`config.mk`:
```
export PLATFORM = sky130hd
export DESIGN_NAME = ddr_tx_sequencer
export DESIGN_NICKNAME = d
export VERILOG_FILES = /design/src/rtl/ddr_tx_sequencer.sv
export SDC_FILE = /design/constraint.sdc
export NUM_CORES = 1
export LEC_CHECK = 0
export BUFFER_PORTS_ARGS = -buffer_cell sky130_fd_sc_hd__buf_2
export CORE_UTILIZATION = 30
export CTS_CLUSTER_DIAMETER = 40
export DETAILED_ROUTE_END_ITERATION = 12
export HOLD_SLACK_MARGIN = 0.15
export PLACE_DENSITY_LB_ADDON = 0.3
export SYNTH_ARGS = -nofsm -noshare
export SYNTH_HDL_FRONTEND = slang
export SYNTH_SLANG_ARGS = --single-unit
```
`constraint.sdc`:
```
create_clock -name clk_i -period 2.01 [get_ports clk_i]
set_input_delay 0.402 -clock clk_i [delete_from_list [all_inputs] [get_ports clk_i]]
set_output_delay 0.402 -clock clk_i [all_outputs]
set_load 0.05 [all_outputs]
```
`src/rtl/ddr_tx_sequencer.sv`:
```
// Link start-up sequencer in front of a 2-bit-per-clock DDR serializer: preamble, idle, sync, LSB-first bursts.
// Serializer outputs are registered (one clock after the state); ready_o is combinational and only high in IDLE or on a last beat.
module ddr_tx_sequencer #(
  parameter int WIDTH        = 16,
  parameter int PREAMBLE_LEN = 8
) (
  input  logic             clk_i,
  input  logic             rst_ni,
  input  logic             enable_i,
  input  logic             bypass_req_i,
  input  logic             bypass_bit_i,
  input  logic [WIDTH-1:0] word_i,
  input  logic             valid_i,
  output logic             ready_o,
  output logic [1:0]       ser_data_o,
  output logic             ser_bypass_o,
  output logic             busy_o,
  output logic [15:0]      words_sent_o
);

  localparam int BEATS   = WIDTH / 2;
  localparam int CNT_MAX = (BEATS > PREAMBLE_LEN) ? BEATS : PREAMBLE_LEN;
  localparam int CW      = $clog2(CNT_MAX + 1);

  typedef enum logic [2:0] {
    S_OFF,
    S_BYPASS,
    S_TRAIN,
    S_IDLE,
    S_SYNC,
    S_STREAM
  } state_t;

  state_t           state_q, state_d;
  logic [CW-1:0]    beat_q, beat_d;
  logic [WIDTH-1:0] shreg_q, shreg_d;
  logic [1:0]       ser_data_q, ser_data_d;
  logic             ser_bypass_q, ser_bypass_d;
  logic [15:0]      words_sent_q, words_sent_d;
  logic             last_beat;
  logic             train_done;
  logic             accept;

  assign last_beat  = (state_q == S_STREAM) && (beat_q == CW'(BEATS - 1));
  assign train_done = (beat_q == CW'(PREAMBLE_LEN - 1));
  // Requests are only honoured at word boundaries, so ready is gated the same way.
  assign ready_o    = enable_i && !bypass_req_i && ((state_q == S_IDLE) || last_beat);
  assign accept     = valid_i && ready_o;

  always_comb begin
    state_d      = state_q;
    beat_d       = '0;
    shreg_d      = shreg_q;
    words_sent_d = words_sent_q;
    ser_data_d   = 2'b00;
    ser_bypass_d = 1'b0;
    case (state_q)
      S_OFF: begin
        if (bypass_req_i)  state_d = S_BYPASS;
        else if (enable_i) state_d = S_TRAIN;
      end
      S_BYPASS: begin
        ser_bypass_d = 1'b1;
        ser_data_d   = {1'b0, bypass_bit_i};
        if (!bypass_req_i) state_d = enable_i ? S_TRAIN : S_OFF;
      end
      S_TRAIN: begin
        ser_data_d = 2'b01;
        if (bypass_req_i)    state_d = S_BYPASS;
        else if (!enable_i)  state_d = S_OFF;
        else if (train_done) state_d = S_IDLE;
        else                 beat_d  = beat_q + 1'b1;
      end
      S_IDLE: begin
        if (accept) begin
          shreg_d = word_i;
          state_d = S_SYNC;
        end else if (bypass_req_i) begin
          state_d = S_BYPASS;
        end else if (!enable_i) begin
          state_d = S_OFF;
        end
      end
      S_SYNC: begin
        ser_data_d = 2'b11;
        state_d    = S_STREAM;
      end
      S_STREAM: begin
        for (int i = 0; i < BEATS; i++) begin
          if (beat_q == CW'(i)) ser_data_d = shreg_q[2*i +: 2];
        end
        if (last_beat) begin
          words_sent_d = words_sent_q + 16'd1;
          // A handshake here chains the next word with no sync and no gap.
          if (accept)             shreg_d = word_i;
          else if (bypass_req_i)  state_d = S_BYPASS;
          else if (!enable_i)     state_d = S_OFF;
          else                    state_d = S_IDLE;
        end else begin
          beat_d = beat_q + 1'b1;
        end
      end
      default: state_d = S_OFF;
    endcase
  end

  always_ff @(posedge clk_i or negedge rst_ni) begin
    if (!rst_ni) begin
      state_q      <= S_OFF;
      beat_q       <= '0;
      shreg_q      <= '0;
      ser_data_q   <= 2'b00;
      ser_bypass_q <= 1'b0;
      words_sent_q <= 16'd0;
    end else begin
      state_q      <= state_d;
      beat_q       <= beat_d;
      shreg_q      <= shreg_d;
      ser_data_q   <= ser_data_d;
      ser_bypass_q <= ser_bypass_d;
      words_sent_q <= words_sent_d;
    end
  end

  assign ser_data_o   = ser_data_q;
  assign ser_bypass_o = ser_bypass_q;
  assign busy_o       = (state_q == S_SYNC) || (state_q == S_STREAM);
  assign words_sent_o = words_sent_q;

endmodule
```
; Yosys cells after proc, flatten, opt, wreduce, memory -nomap -nowiden
; Cells that the tools add are included.
[totals]
elab_cells = 72
output_inout_bits = 21
register_bits = 42
inputBits = 22
[op_classes]
addsub = 2
mux = 33
reduce_logical = 13
n_eq_ne = 18
[op_table]
columns = operator, count
row1 = $mux W3, 11
row2 = $mux W16, 2
row3 = $pmux W16 S2, 1
row4 = $mux W2, 11
row5 = $pmux W3 S6, 1
row6 = $add A16 B1 Y16 const B, 1
row7 = $eq A4 B3 Y1 const B, 4
row8 = $mux W4, 4
row9 = $eq A4 B2 Y1 const B, 2
row10 = $ne A4 B4 Y1 const B, 2
row11 = $pmux W2 S4, 1
row12 = $pmux W4 S2, 1
row13 = $eq A3 B2 Y1 const B, 2
row14 = $eq A3 B3 Y1 const B, 2
row15 = $ne A2 B2 Y1 const B, 3
row16 = $reduce_and A6 Y1, 1
row17 = $add A4 B1 Y4 const B, 1
row18 = $eq A4 B1 Y1 const B, 1
row19 = $logic_and A1 B1 Y1, 4
row20 = $logic_not A4 Y1, 1
row21 = $reduce_and A2 Y1, 2
row22 = $eq A3 B1 Y1 const B, 1
row23 = $logic_not A3 Y1, 1
row24 = $ne A3 B3 Y1 const B, 1
row25 = other kinds (4), 5

; Depth between registers and ports, before layout
[logic_depth]
depth_word = 10
ltp_mapped = 6
depth_no_buf = 6

; Worst setup path after synthesis
; Ideal clock, no wire load.
[synth_timing]
kind = flip-flop to output port
from = register state_q[1]
to = output ready_o
path_slack_ns = 0.028
path_stages_with_launch = 4
t_arrival_ns = 1.580
cell_sequence = dfrtp_1 and2b_2 a21oi_2 nor2_1
[synth_via]
elab_chain_len = 4
elab_cells_between_ends = 5
classes_between = eq/ne: 2 / reduce/logical: 3
[synth_rtl]
columns = element, line_no
row1 = "start, declared", 34  ; state_t state_q, state_d;
row2 = "start signal, assigned", 116  ; state_q <= state_d;
row3 = $eq A3 B3 Y1, 44  ; assign last_beat = (state_q == S_STREAM) && (beat_q == CW'(BEATS - 1));
row4 = $logic_and A1 B1 Y1, 44
row5 = $logic_or A1 B1 Y1 *, 47  ; assign ready_o = enable_i && !bypass_req_i && ((state_q == S_IDLE) || last_beat);
row6 = $logic_and A1 B1 Y1 *, 47
row7 = "end, declared", 14  ; output logic ready_o,
; Every way passes the cells marked *; elsewhere a longest branch is shown, timed or not.

; Worst setup path in the final report
[layout_timing]
from = register beat_q[1]
to = output ready_o
[layout_via]
elab_chain_len = 4
[layout_rtl]
columns = element, line_no
row1 = "start, declared", 35  ; logic [CW-1:0] beat_q, beat_d;
row2 = "start signal, assigned", 117  ; beat_q <= beat_d;
row3 = $eq A4 B3 Y1, 44
row4 = $logic_and A1 B1 Y1, 44
row5 = $logic_or A1 B1 Y1, 47
row6 = $logic_and A1 B1 Y1, 47
; No other way between the ends.

==> impl_metrics.yaml <==
status:
  status: "completed"
global_routing:
  grt_max_degree: 24
  track_usage_pct: 13.1
  grt-ovfl-total: 0
  antenna_found_initial: 0
  grt_pass1_vias: 1586
  grt_first_pass_wirelength_um: 7820
cells_and_area:
  num_antenna_cells: 0
  final_util_pct: 38.5
  drive_above_1_share_pct: 35.1
  final_nets: 286
  final_common_cell: "dfrtp_1"
  design_area_um2: 2790
  area_growth_pct: 23.8
  layout_common_cells: "42 x dfrtp_1, 41 x buf_2, 17 x nand2_1, 12 x xnor2_1"
  n_fill_cell: 747
pwr:
  internal_power_w: 0.00197
  comb_power_share_pct: 36.3
  p_sw_w: 0.000986
  finalPower_w: 0.00296
  ir_drop_uv: 473
  p_seq_share_pct: 41.0
  power_density_nw_per_um2: 1060
  p_leak_nw: 1.30
  p_sw_share_pct: 33.3
  clkPwrFrac_pct: 22.7
worst_setup_path:
  critical_path_class: "flop to primary output"
  cp_data_arrival_time_ns: 1.56
  worst_setup_path_end_kind: "primary output"
  critPathMaxFanout: 4
  r2r-start: "beat_q[1]"
  start_kind: "flop"
  critPathRequiredTime_ns: 1.61
  setup.worst_path.start: "beat_q[1]"
place:
  gp_routability_congestion: 0.813
  hpwl_um: 3540
  portBuffers: 42
  dpl_worst_slack_ns: 0.0865
  postPlaceCellArea_um2: 2620
logic_synthesis:
  avgSynthCellArea_um2: 11.0
  synthSimpleGateAreaFrac_pct: 19.1
  synth_warnings: 0
  synth_cell_types: 49
  syn_nets: 232
  synth-compound-area-share_pct: 9.94
  netlist_area_um2: 2250
  synthAdderAreaFrac_pct: 2.78
  ys.flop_type: "dfrtp_1"
  synth-async-reset-ratio_pct: 100
  synth_top_family_by_area: "simple AND/OR/NAND/NOR gates"
  synth_xor_xnor_area_share_pct: 6.61
  ys_ff_latch: 42
  ys_seq_area_share_pct: 46.6
  synthMuxAreaShare_pct: 11.0
  synth_cells: 205
  synth-edff-count: 0
drt:
  wirelength_um: 4830
  drt_pass1_iterations: 4
  drcViolationCount: 0
  vias: 1688
  wl_per_cell_um: 13.5
  drt-initial-drc-count: 120
  vias_per_cell: 4.72
  ant_nets: 0
hold_path:
  hold_start: "word_i[14]"
  hold_class: "input port to flop"
sta:
  drv_slew: 0
  clock.fmax_ghz: 0.510
  setup_viol: 0
  timing.hold.ws_ns: 0.343
  fin_ws_ns: 0.0509
  post-route-period-util_pct: 97.5
  timing.slew.headroom_pct: 68.3
  fin_crit_ns: 1.96
  hold_violations: 0
  fin_skew_ns: 0.00834
  worst_slew_pin_slew_ns: 0.476
clocking:
  cts-buffers-inserted: 5
  cts.sinks: 42
  cts.clk_slew.worst_paths_ns: 0.08
  root_buffer: "clkbuf_8"
  clk_path_buf_depth: 2
  tritoncts: "built"
  cts_max_level: 2
  insertion_delay_ns: 0.29
die:
  core_area_um2: 7250
  fp-row-count: 31
  initial_core_util_pct: 31.1
  dieArea_um2: 7860
  dieHeight_um: 88.7
  num_io_pins: 43
  fp.dieW_um: 88.7
job:
  cap_violations: 0
[cell families (layout without fill, tap and decap cells)]
| group | after synthesis | count (layout) |
|---|---|---|
| adder cells (fa/ha/maj) | 5 | 5 |
| flip-flops | 42 | 42 |
| XOR/XNOR | 17 | 17 |
| multiplexers | 19 | 19 |
| AO/OA/AOI/OAI | 34 | 34 |
| AND/OR/NAND/NOR | 72 | 72 |
| buffers and inverters | 16 | 70 |
[sequential cells by signal, summed over array words and instances, names as in the netlist]
signal        flops
ser_data_o        2
state_q           3
shreg_q          16
beat_q            4
ser_bypass_o      1
words_sent_o     16
[final timing paths]
check | to | slack [ns] | cells past startpoint
min reg2reg | words_sent_o[14] | 0.49 | 1
min | shreg_q[14] | 0.34 | 2
min in group asynchronous | words_sent_o[11] | 0.60 | 2
max reg2reg | shreg_q[2] | 0.10 | 7
max in group asynchronous | shreg_q[2] | 0.91 | 3
max | ready_o | 0.05 | 5
[layer usage]
| layer | vias to the layer above | track usage [%] | wire length [um] |
|---|---|---|---|
| met5 | - | 0 | 0 |
| met4 | 0 | 4.55 | 56 |
| met3 | 6 | 3.08 | 261 |
| met2 | 46 | 21.3 | 2280 |
| met1 | 806 | 17.0 | 2230 |
| li1 | 830 | - | - |
[through the flow]
stage | cells | TNS, ns
after floorplan | 205 | 0
after global placement | 346 | 0
after detailed placement | 346 | 0
after CTS | 356 | 0
after global routing | 358 | -0.00554
final | 358 | 0
[cell usage after synthesis, types with 2 or more instances]
| cell type | number | area, um2 |
|---|---|---|
| nor2b_1 | 9 | 56.3 |
| nand4_1 | 5 | 31.3 |
| xor2_1 | 5 | 43.8 |
| mux2i_1 | 2 | 20.0 |
| o21ai_0 | 7 | 35.0 |
| nand3b_1 | 3 | 22.5 |
| nand3_1 | 6 | 30.0 |
| a221o_1 | 2 | 20.0 |
| xnor2_1 | 12 | 105 |
| dfrtp_1 | 42 | 1050 |
| inv_1 | 8 | 30.0 |
| a21oi_1 | 9 | 45.0 |
| buf_4 | 2 | 15.0 |
| mux2_2 | 7 | 78.8 |
| o211ai_1 | 3 | 22.5 |
| a21boi_0 | 2 | 15.0 |
| nand2_1 | 17 | 63.8 |
| mux2_4 | 10 | 150 |
| buf_2 | 3 | 15.0 |
| nor2_1 | 11 | 41.3 |
| o31ai_1 | 2 | 15.0 |
| o22ai_1 | 2 | 12.5 |
| clkbuf_1 | 2 | 7.51 |
| ha_1 | 5 | 62.6 |
| and3_1 | 2 | 12.5 |
| nor3_1 | 4 | 20.0 |
[critical path, stage by stage, from the launching register on]
cell and delay, ns:
dfrtp_1 0.42, ha_2 0.21, and3b_2 0.23, a21oi_4 0.17
nor2_1 0.06, buf_4 0.18
[area by class of cell]
class / count / area, um2 / share of cell area [%]
Multi-Input combinational cell: 147 / 1130 / 40.6
Sequential cell: 42 / 1050 / 37.7
Timing Repair Buffer: 55 / 338 / 12.1
Tap cell: 99 / 124 / 4.44
Clock buffer: 6 / 82.6 / 2.96
Clock inverter: 1 / 30.0 / 1.08
Inverter: 8 / 30.0 / 1.08
[repair_timing]
item / in CTS / in global routing
gates resized for setup: 4 / 2
setup buffers: 2 / 2
pin swaps: 1 / 1
hold buffers: 1 / 0
hold endpoints to repair: 19 / 0
endpoints found under the setup margin: 1 / 2
[power by group through the flow]
stage / Clock [W] / Sequential, W / Combinational, W
detailed placement: 0 / 0.00123 / 0.00102
CTS: 0.000698 / 0.00121 / 0.00105
finish: 0.000670 / 0.00121 / 0.00108
global route: 0.000728 / 0.00124 / 0.00117
floorplan: 0 / 0.00130 / 0.000662
global placement: 0 / 0.00123 / 0.00101
Note: power is estimated with default switching activity, not from simulation.
